### src/rtl/audio_mix_if.sv
// Sample/configuration/output bundle for the audio mixing engine.
interface audio_mix_if;
  logic               sample_stb;
  logic [127:0]       src_l;
  logic [127:0]       src_r;
  logic               cfg_we;
  logic [3:0]         cfg_addr;
  logic [7:0]         cfg_data;
  logic signed [15:0] audio_l;
  logic signed [15:0] audio_r;
  logic               out_valid;
  logic               busy;
  logic               overrun;

  modport master (
    output sample_stb, src_l, src_r, cfg_we, cfg_addr, cfg_data,
    input  audio_l, audio_r, out_valid, busy, overrun
  );

  modport slave (
    input  sample_stb, src_l, src_r, cfg_we, cfg_addr, cfg_data,
    output audio_l, audio_r, out_valid, busy, overrun
  );
endinterface

### src/rtl/audio_mix_scheduler.sv
// Time-multiplexed stereo mixer: snapshot eight sources on a strobe, scale
// and accumulate one slot per clock through a shared MAC, saturate, present.
//
// state | meaning
// IDLE  | waiting for sample_stb; snapshot taken on the accepting edge
// ACC   | one slot per cycle added into acc_l/acc_r
// SAT   | saturate (or mute) accumulators into the output registers
module audio_mix_scheduler #(
  parameter int NSLOT = 8
) (
  input logic        clk,
  input logic        reset,
  audio_mix_if.slave bus
);

  localparam logic [1:0] IDLE = 2'd0;
  localparam logic [1:0] ACC  = 2'd1;
  localparam logic [1:0] SAT  = 2'd2;
  localparam logic [2:0] LAST_SLOT = 3'(NSLOT - 1);

  logic [1:0]             state_q, state_d;
  logic [2:0]             slot_q, slot_d;
  logic signed [19:0]     acc_l_q, acc_l_d, acc_r_q, acc_r_d;
  logic [NSLOT-1:0][3:0]  gain_q, gain_d, sh_gain_q, sh_gain_d;
  logic [NSLOT-1:0]       en_q, en_d, sh_en_q, sh_en_d;
  logic                   mute_q, mute_d, sh_mute_q, sh_mute_d;
  logic [127:0]           sh_l_q, sh_l_d, sh_r_q, sh_r_d;
  logic signed [15:0]     audio_l_q, audio_l_d, audio_r_q, audio_r_d;
  logic                   out_valid_q, out_valid_d;
  logic                   busy_q, busy_d;
  logic                   overrun_q, overrun_d;

  logic signed [15:0] cur_l, cur_r;
  logic signed [4:0]  gain_s;
  logic signed [20:0] prod_l, prod_r;
  logic signed [16:0] term_l, term_r;
  logic               term_on;

  function automatic logic signed [15:0] sat16(input logic signed [19:0] a);
    if (!a[19] && (a[18:15] != 4'h0))     sat16 = 16'sh7FFF;
    else if (a[19] && (a[18:15] != 4'hF)) sat16 = 16'sh8000;
    else                                  sat16 = a[15:0];
  endfunction

  // Per-slot scaled term from the shadowed sample and gain (floor shift by 3).
  always_comb begin
    cur_l   = sh_l_q[{slot_q, 4'b0000} +: 16];
    cur_r   = sh_r_q[{slot_q, 4'b0000} +: 16];
    gain_s  = {1'b0, sh_gain_q[slot_q]};
    prod_l  = 21'(cur_l) * 21'(gain_s);
    prod_r  = 21'(cur_r) * 21'(gain_s);
    term_on = sh_en_q[slot_q] && (sh_gain_q[slot_q] != 4'd0);
    term_l  = term_on ? 17'(prod_l >>> 3) : 17'sd0;
    term_r  = term_on ? 17'(prod_r >>> 3) : 17'sd0;
  end

  // Next-state logic: FSM, datapath, live config and overrun flag.
  always_comb begin
    state_d     = state_q;
    slot_d      = slot_q;
    acc_l_d     = acc_l_q;
    acc_r_d     = acc_r_q;
    gain_d      = gain_q;
    en_d        = en_q;
    mute_d      = mute_q;
    sh_gain_d   = sh_gain_q;
    sh_en_d     = sh_en_q;
    sh_mute_d   = sh_mute_q;
    sh_l_d      = sh_l_q;
    sh_r_d      = sh_r_q;
    audio_l_d   = audio_l_q;
    audio_r_d   = audio_r_q;
    out_valid_d = 1'b0;
    overrun_d   = overrun_q;

    case (state_q)
      IDLE: begin
        if (bus.sample_stb) begin
          sh_l_d    = bus.src_l;
          sh_r_d    = bus.src_r;
          sh_gain_d = gain_q;
          sh_en_d   = en_q;
          sh_mute_d = mute_q;
          acc_l_d   = '0;
          acc_r_d   = '0;
          slot_d    = '0;
          state_d   = ACC;
        end
      end
      ACC: begin
        acc_l_d = acc_l_q + 20'(term_l);
        acc_r_d = acc_r_q + 20'(term_r);
        slot_d  = slot_q + 3'd1;
        if (slot_q == LAST_SLOT) state_d = SAT;
      end
      SAT: begin
        audio_l_d   = sh_mute_q ? 16'sd0 : sat16(acc_l_q);
        audio_r_d   = sh_mute_q ? 16'sd0 : sat16(acc_r_q);
        out_valid_d = 1'b1;
        state_d     = IDLE;
      end
      default: state_d = IDLE;
    endcase

    if (bus.cfg_we) begin
      if (!bus.cfg_addr[3]) begin
        gain_d[bus.cfg_addr[2:0]] = bus.cfg_data[3:0];
        en_d[bus.cfg_addr[2:0]]   = bus.cfg_data[7];
      end else if (bus.cfg_addr == 4'd8) begin
        mute_d = bus.cfg_data[0];
        if (bus.cfg_data[1]) overrun_d = 1'b0;
      end
    end

    // A dropped strobe must win over a same-cycle clear.
    if (bus.sample_stb && (state_q != IDLE)) overrun_d = 1'b1;

    busy_d = (state_d != IDLE);
  end

  // Register update with synchronous reset.
  always_ff @(posedge clk) begin
    if (reset) begin
      state_q     <= IDLE;
      slot_q      <= '0;
      acc_l_q     <= '0;
      acc_r_q     <= '0;
      gain_q      <= {NSLOT{4'd8}};
      en_q        <= '1;
      mute_q      <= 1'b0;
      sh_gain_q   <= {NSLOT{4'd8}};
      sh_en_q     <= '1;
      sh_mute_q   <= 1'b0;
      sh_l_q      <= '0;
      sh_r_q      <= '0;
      audio_l_q   <= '0;
      audio_r_q   <= '0;
      out_valid_q <= 1'b0;
      busy_q      <= 1'b0;
      overrun_q   <= 1'b0;
    end else begin
      state_q     <= state_d;
      slot_q      <= slot_d;
      acc_l_q     <= acc_l_d;
      acc_r_q     <= acc_r_d;
      gain_q      <= gain_d;
      en_q        <= en_d;
      mute_q      <= mute_d;
      sh_gain_q   <= sh_gain_d;
      sh_en_q     <= sh_en_d;
      sh_mute_q   <= sh_mute_d;
      sh_l_q      <= sh_l_d;
      sh_r_q      <= sh_r_d;
      audio_l_q   <= audio_l_d;
      audio_r_q   <= audio_r_d;
      out_valid_q <= out_valid_d;
      busy_q      <= busy_d;
      overrun_q   <= overrun_d;
    end
  end

  assign bus.audio_l   = audio_l_q;
  assign bus.audio_r   = audio_r_q;
  assign bus.out_valid = out_valid_q;
  assign bus.busy      = busy_q;
  assign bus.overrun   = overrun_q;

endmodule

### src/flat_wrapper.sv
// flat-port wrapper written by rule: the top's interface ports become plain ports
module audio_mix_scheduler_flat 
#(
  parameter int NSLOT = 8
)
  (clk, reset, bus_sample_stb, bus_src_l, bus_src_r, bus_cfg_we, bus_cfg_addr, bus_cfg_data, bus_audio_l, bus_audio_r, bus_out_valid, bus_busy, bus_overrun);
  audio_mix_if bus_i ();
  input logic clk;
  input logic reset;
  input wire logic [$bits(bus_i.sample_stb)-1:0] bus_sample_stb;
  input wire logic [$bits(bus_i.src_l)-1:0] bus_src_l;
  input wire logic [$bits(bus_i.src_r)-1:0] bus_src_r;
  input wire logic [$bits(bus_i.cfg_we)-1:0] bus_cfg_we;
  input wire logic [$bits(bus_i.cfg_addr)-1:0] bus_cfg_addr;
  input wire logic [$bits(bus_i.cfg_data)-1:0] bus_cfg_data;
  output wire logic [$bits(bus_i.audio_l)-1:0] bus_audio_l;
  output wire logic [$bits(bus_i.audio_r)-1:0] bus_audio_r;
  output wire logic [$bits(bus_i.out_valid)-1:0] bus_out_valid;
  output wire logic [$bits(bus_i.busy)-1:0] bus_busy;
  output wire logic [$bits(bus_i.overrun)-1:0] bus_overrun;
  assign bus_i.sample_stb = bus_sample_stb;
  assign bus_i.src_l = bus_src_l;
  assign bus_i.src_r = bus_src_r;
  assign bus_i.cfg_we = bus_cfg_we;
  assign bus_i.cfg_addr = bus_cfg_addr;
  assign bus_i.cfg_data = bus_cfg_data;
  assign bus_audio_l = bus_i.audio_l;
  assign bus_audio_r = bus_i.audio_r;
  assign bus_out_valid = bus_i.out_valid;
  assign bus_busy = bus_i.busy;
  assign bus_overrun = bus_i.overrun;
  audio_mix_scheduler #(.NSLOT(NSLOT)) u_core (.clk(clk), .reset(reset), .bus(bus_i));
endmodule
### config.mk
export PLATFORM = sky130hd
export DESIGN_NAME = audio_mix_scheduler_flat
export DESIGN_NICKNAME = d
export VERILOG_FILES = /design/src/rtl/audio_mix_if.sv /design/src/rtl/audio_mix_scheduler.sv /design/src/flat_wrapper.sv
export SDC_FILE = /design/constraint.sdc
export NUM_CORES = 1
export LEC_CHECK = 0
export ABC_AREA = 0
export CAP_MARGIN = 20
export CORE_UTILIZATION = 30
export DETAILED_ROUTE_END_ITERATION = 12
export SLEW_MARGIN = 30
export SYNTH_ARGS = -nofsm -noshare
export SYNTH_HDL_FRONTEND = slang
export SYNTH_SLANG_ARGS = --single-unit
### constraint.sdc
create_clock -name clk -period 18.6 [get_ports clk]
set_input_delay 2.79 -clock clk [delete_from_list [all_inputs] [get_ports clk]]
set_output_delay 2.79 -clock clk [all_outputs]
set_load 0.02 [all_outputs]
==> run_results.csv <==
group,metric,value,unit
run_status,status,"completed",
global_route,use_met1,22.6,%
clock_tree,cts_sinks,418,
drt,first_pass_iters,7,
power,p_leak,0.0113,uW
clock_tree,post-cts-setup-buffer-count,0,
power,ir_drop,0.0543,mV
critical_path,cp.required,19.07,ns
sta,rsz0062_at_grt,"false",
global_route,grt_util_all_layers,17.1,%
yosys,ys_seq_elements,418,
layout,syn2layout_area_growth,24.3,%
drt,routed_wl,66600,um
global_route,grt_most_used_layer,"met2",
drt,vias_per_cell,4.82,
layout,nets,3367,
yosys,synth-edff-count,0,
sta,max_slew.worst_pin.slew,0.946,ns
layout,fin_cells,3928,
sta,finalSetupViolCount,0,
floorplan,die_h,276,um
yosys,ys.flop_type,"dfxtp_1",
clock_tree,clockRootBuffer,"clkbuf_16",
yosys,yosysWarnings,0,
flow_run,maxCapViolations,0,
power,clockPowerShare,43.6,%
layout,multi_input_area,13000,um^2
critical_path,critPathLaunchType,"flop",
clock_tree,cts_buffers,47,
floorplan,start_util,30.3,%
sta,slew_viol_final,0,
power,switching_share,26.3,%
power,p_int,1640,uW
floorplan,io_pins,307,
critical_path,cp_slowest_cell,"dfxtp_4",
min_path,hp-class,"reg -> reg",
drt,routedWlPerCell,17.0,um
placement,hpwl,47800,um
global_route,antenna_found_initial,13,
power,power,2230,uW
drt,vias,18900,
drt,drtIter0Drc,985,
sta,skew,0.0246,ns
yosys,synth_cells,2716,
layout,drive_above_1_share,7.96,%
yosys,synth.distinct_cells,68,
critical_path,cp-end-kind,"flop",
critical_path,max_stage_delay,0.86,ns
drt,ant_nets,0,
clock_tree,cts_tree,"done",
clock_tree,clk_pin_slew,0.06,ns
yosys,synth_nets,3163,
drt,post-route-drc-count,0,
power,power_density,79.3,nW/um^2
sta,timing.final.crit_share,47.0,%
critical_path,worstPathMaxFanout,43,
clock_tree,hold_buffers,0,
yosys,synth.avg_cell_area,8.32,um^2
placement,numPortBuffers,303,
layout,fillCellCount,7636,
sta,finalHoldViolCount,0,
sta,slew_headroom,36.9,%
yosys,yosysSeqAreaShare,37.0,%
placement,placed_cell_area,26400,um^2
clock_tree,htree_levels,2,
power,power_frac_seq,43.0,%
layout,seqCellArea,8380,um^2
placement,dp_cells,3840,
global_route,grt_max_degree,185,
yosys,async_flop_share,0,%
critical_path,crit_type,"reg -> reg",
global_route,grt_pass1_vias,18400,
clock_tree,cts_resized,0,
global_route,grt_use_met2,28.0,%
power,p_sw,586,uW
placement,routabilityCongestion,0.821,
yosys,synth_area,22600,um^2
power,combPwrFrac,13.5,%
global_route,grt_pass1_wl,104000,um
clock_tree,cts_buffer_depth,3,
sta,setup_tns,0,ns
floorplan,fp-row-count,100,
floorplan,die_x,276,um
global_route,globalRoute.totalOverflow,0,
critical_path,cpMostUsedCell,"o21ai_0",
sta,fmax,114,MHz
floorplan,core-area,74400,um^2
floorplan,die_area,76400,um^2
critical_path,worstPathArrival,9.21,ns
sta,fin_crit,8.74,ns
layout,design_area,28100,um^2
global_route,met3_usage,3.57,%
clock_tree,clk_latency,0.60,ns
[metrics by stage]
stage	worst slack, ns	hold slack (ns)	utilization [%]
finish	9.86	0.447	37.7
global placement	9.77	0.435	35.5
CTS	9.80	0.451	37.7
floorplan	10.62	0.431	-
detailed placement	9.85	0.442	35.5
global route	8.97	0.466	37.7
[cells by family after synthesis]
group	count (synthesis)	synth area share (%)
simple gates	1035	18.8
compound gates	554	13.9
flops	418	37.0
buf+inv	334	5.61
fa+ha+maj	177	12.0
mux	144	10.6
xor+xnor	54	2.09
[layout by cell type, fill, tap and decap left out, types with 5 or more instances in the layout]
cell and n:
mux4_2 74, buf_4 19, clkbuf_8 8, and3_1 5, nand2_1 670, nor3_1 30, nor3b_1 7, xnor2_1 39
fa_1 66, xor2_1 15, a21boi_0 5, clkdlybuf4s50_1 302, nor2_1 203, inv_1 161, dfxtp_1 416, clkinv_2 8
nand2b_1 10, a211oi_1 7, o21ai_0 64, clkbuf_16 49, a22oi_1 32, mux2i_1 66, o211ai_1 7, a21o_1 23
or2_2 36, a21oi_1 364, ha_1 109, clkbuf_1 5, diode_2 6, o21bai_1 8, nor2b_1 5, nand4_1 5
nand3_1 36
[power groups by stage]
stage / Clock [uW] / Combinational [uW] / Sequential (uW)
3_3_place_gp: 0 / 299 / 975
6_report: 970 / 300 / 957
3_5_place_dp: 0 / 302 / 976
5_1_grt: 1040 / 332 / 961
2_1_floorplan: 0 / 183 / 967
4_1_cts: 997 / 303 / 956
[critical path, delay by kind of cell, from the launching register on]
family	cells	cell delay, ns
compound gates	15	3.25
xor+xnor	1	0.16
fa+ha+maj	5	1.91
buf+inv	3	0.71
flops	1	0.86
mux	2	0.94
simple gates	4	0.74
[cell usage after synthesis, drive strengths merged (5+ instances only)]
library cell	n	area (um^2)
nand2	671	2520
dfxtp	418	8370
a21oi	364	1820
nor2	204	768
inv	163	612
clkbuf	149	559
ha	109	1360
mux4	74	1670
mux2i	69	703
fa	66	1320
o21ai	66	330
xnor2	39	342
or2	37	231
nand3	36	180
a22oi	32	240
nor3	31	155
a21o	23	173
buf	22	96.3
xor2	15	131
nand2b	10	62.6
o21bai	9	67.6
nor3b	8	60.1
a211oi	7	52.6
o211ai	7	52.6
nor2b	6	37.5
a21boi	5	37.5
and2	5	31.3
and3	5	31.3
nand4	5	31.3
[layer usage]
layer / up-vias / routed length [um]
li1: 9513 / -
met1: 8930 / 30400
met2: 384 / 30900
met3: 94 / 3500
met4: 16 / 1690
met5: - / 102
[state kept, by name, summed over array words and instances, names as in the netlist]
register and count:
u_core.acc_l_q 20, u_core.acc_r_q 20, u_core.bus.audio_l 16, u_core.bus.audio_r 16, u_core.bus.busy 1, u_core.bus.out_valid 1
u_core.bus.overrun 1, u_core.en_q 8, u_core.gain_q 32, u_core.mute_q 1, u_core.sh_en_q 8, u_core.sh_gain_q 32
u_core.sh_l_q 128, u_core.sh_mute_q 1, u_core.sh_r_q 128, u_core.slot_q 3, u_core.state_q 2
[layout make-up]
cell class,count,area share (%)
Antenna cell,6,0.0535
Clock buffer,62,4.83
Inverter,163,2.18
Tap cell,969,4.32
Clock inverter,20,0.940
Multi-Input combinational cell,1964,46.3
Sequential cell,418,29.8
Timing Repair Buffer,326,11.6
[path summary, 6_finish.rpt]
check                                 endpoint  cells past startpoint                      startpoint  slack (ns)
max            u_core.acc_l_q[19]$_SDFFE_PP0P_                     30   u_core.slot_q[1]$_SDFFE_PP0P_        9.86
min          u_core.sh_gain_q[20]$_SDFFE_PP0P_                      2  u_core.gain_q[20]$_SDFFE_PP0P_        0.45
max reg2reg    u_core.acc_l_q[19]$_SDFFE_PP0P_                     30   u_core.slot_q[1]$_SDFFE_PP0P_        9.86
min reg2reg  u_core.sh_gain_q[20]$_SDFFE_PP0P_                      2  u_core.gain_q[20]$_SDFFE_PP0P_        0.45
Power figures use the tool's default switching activity.
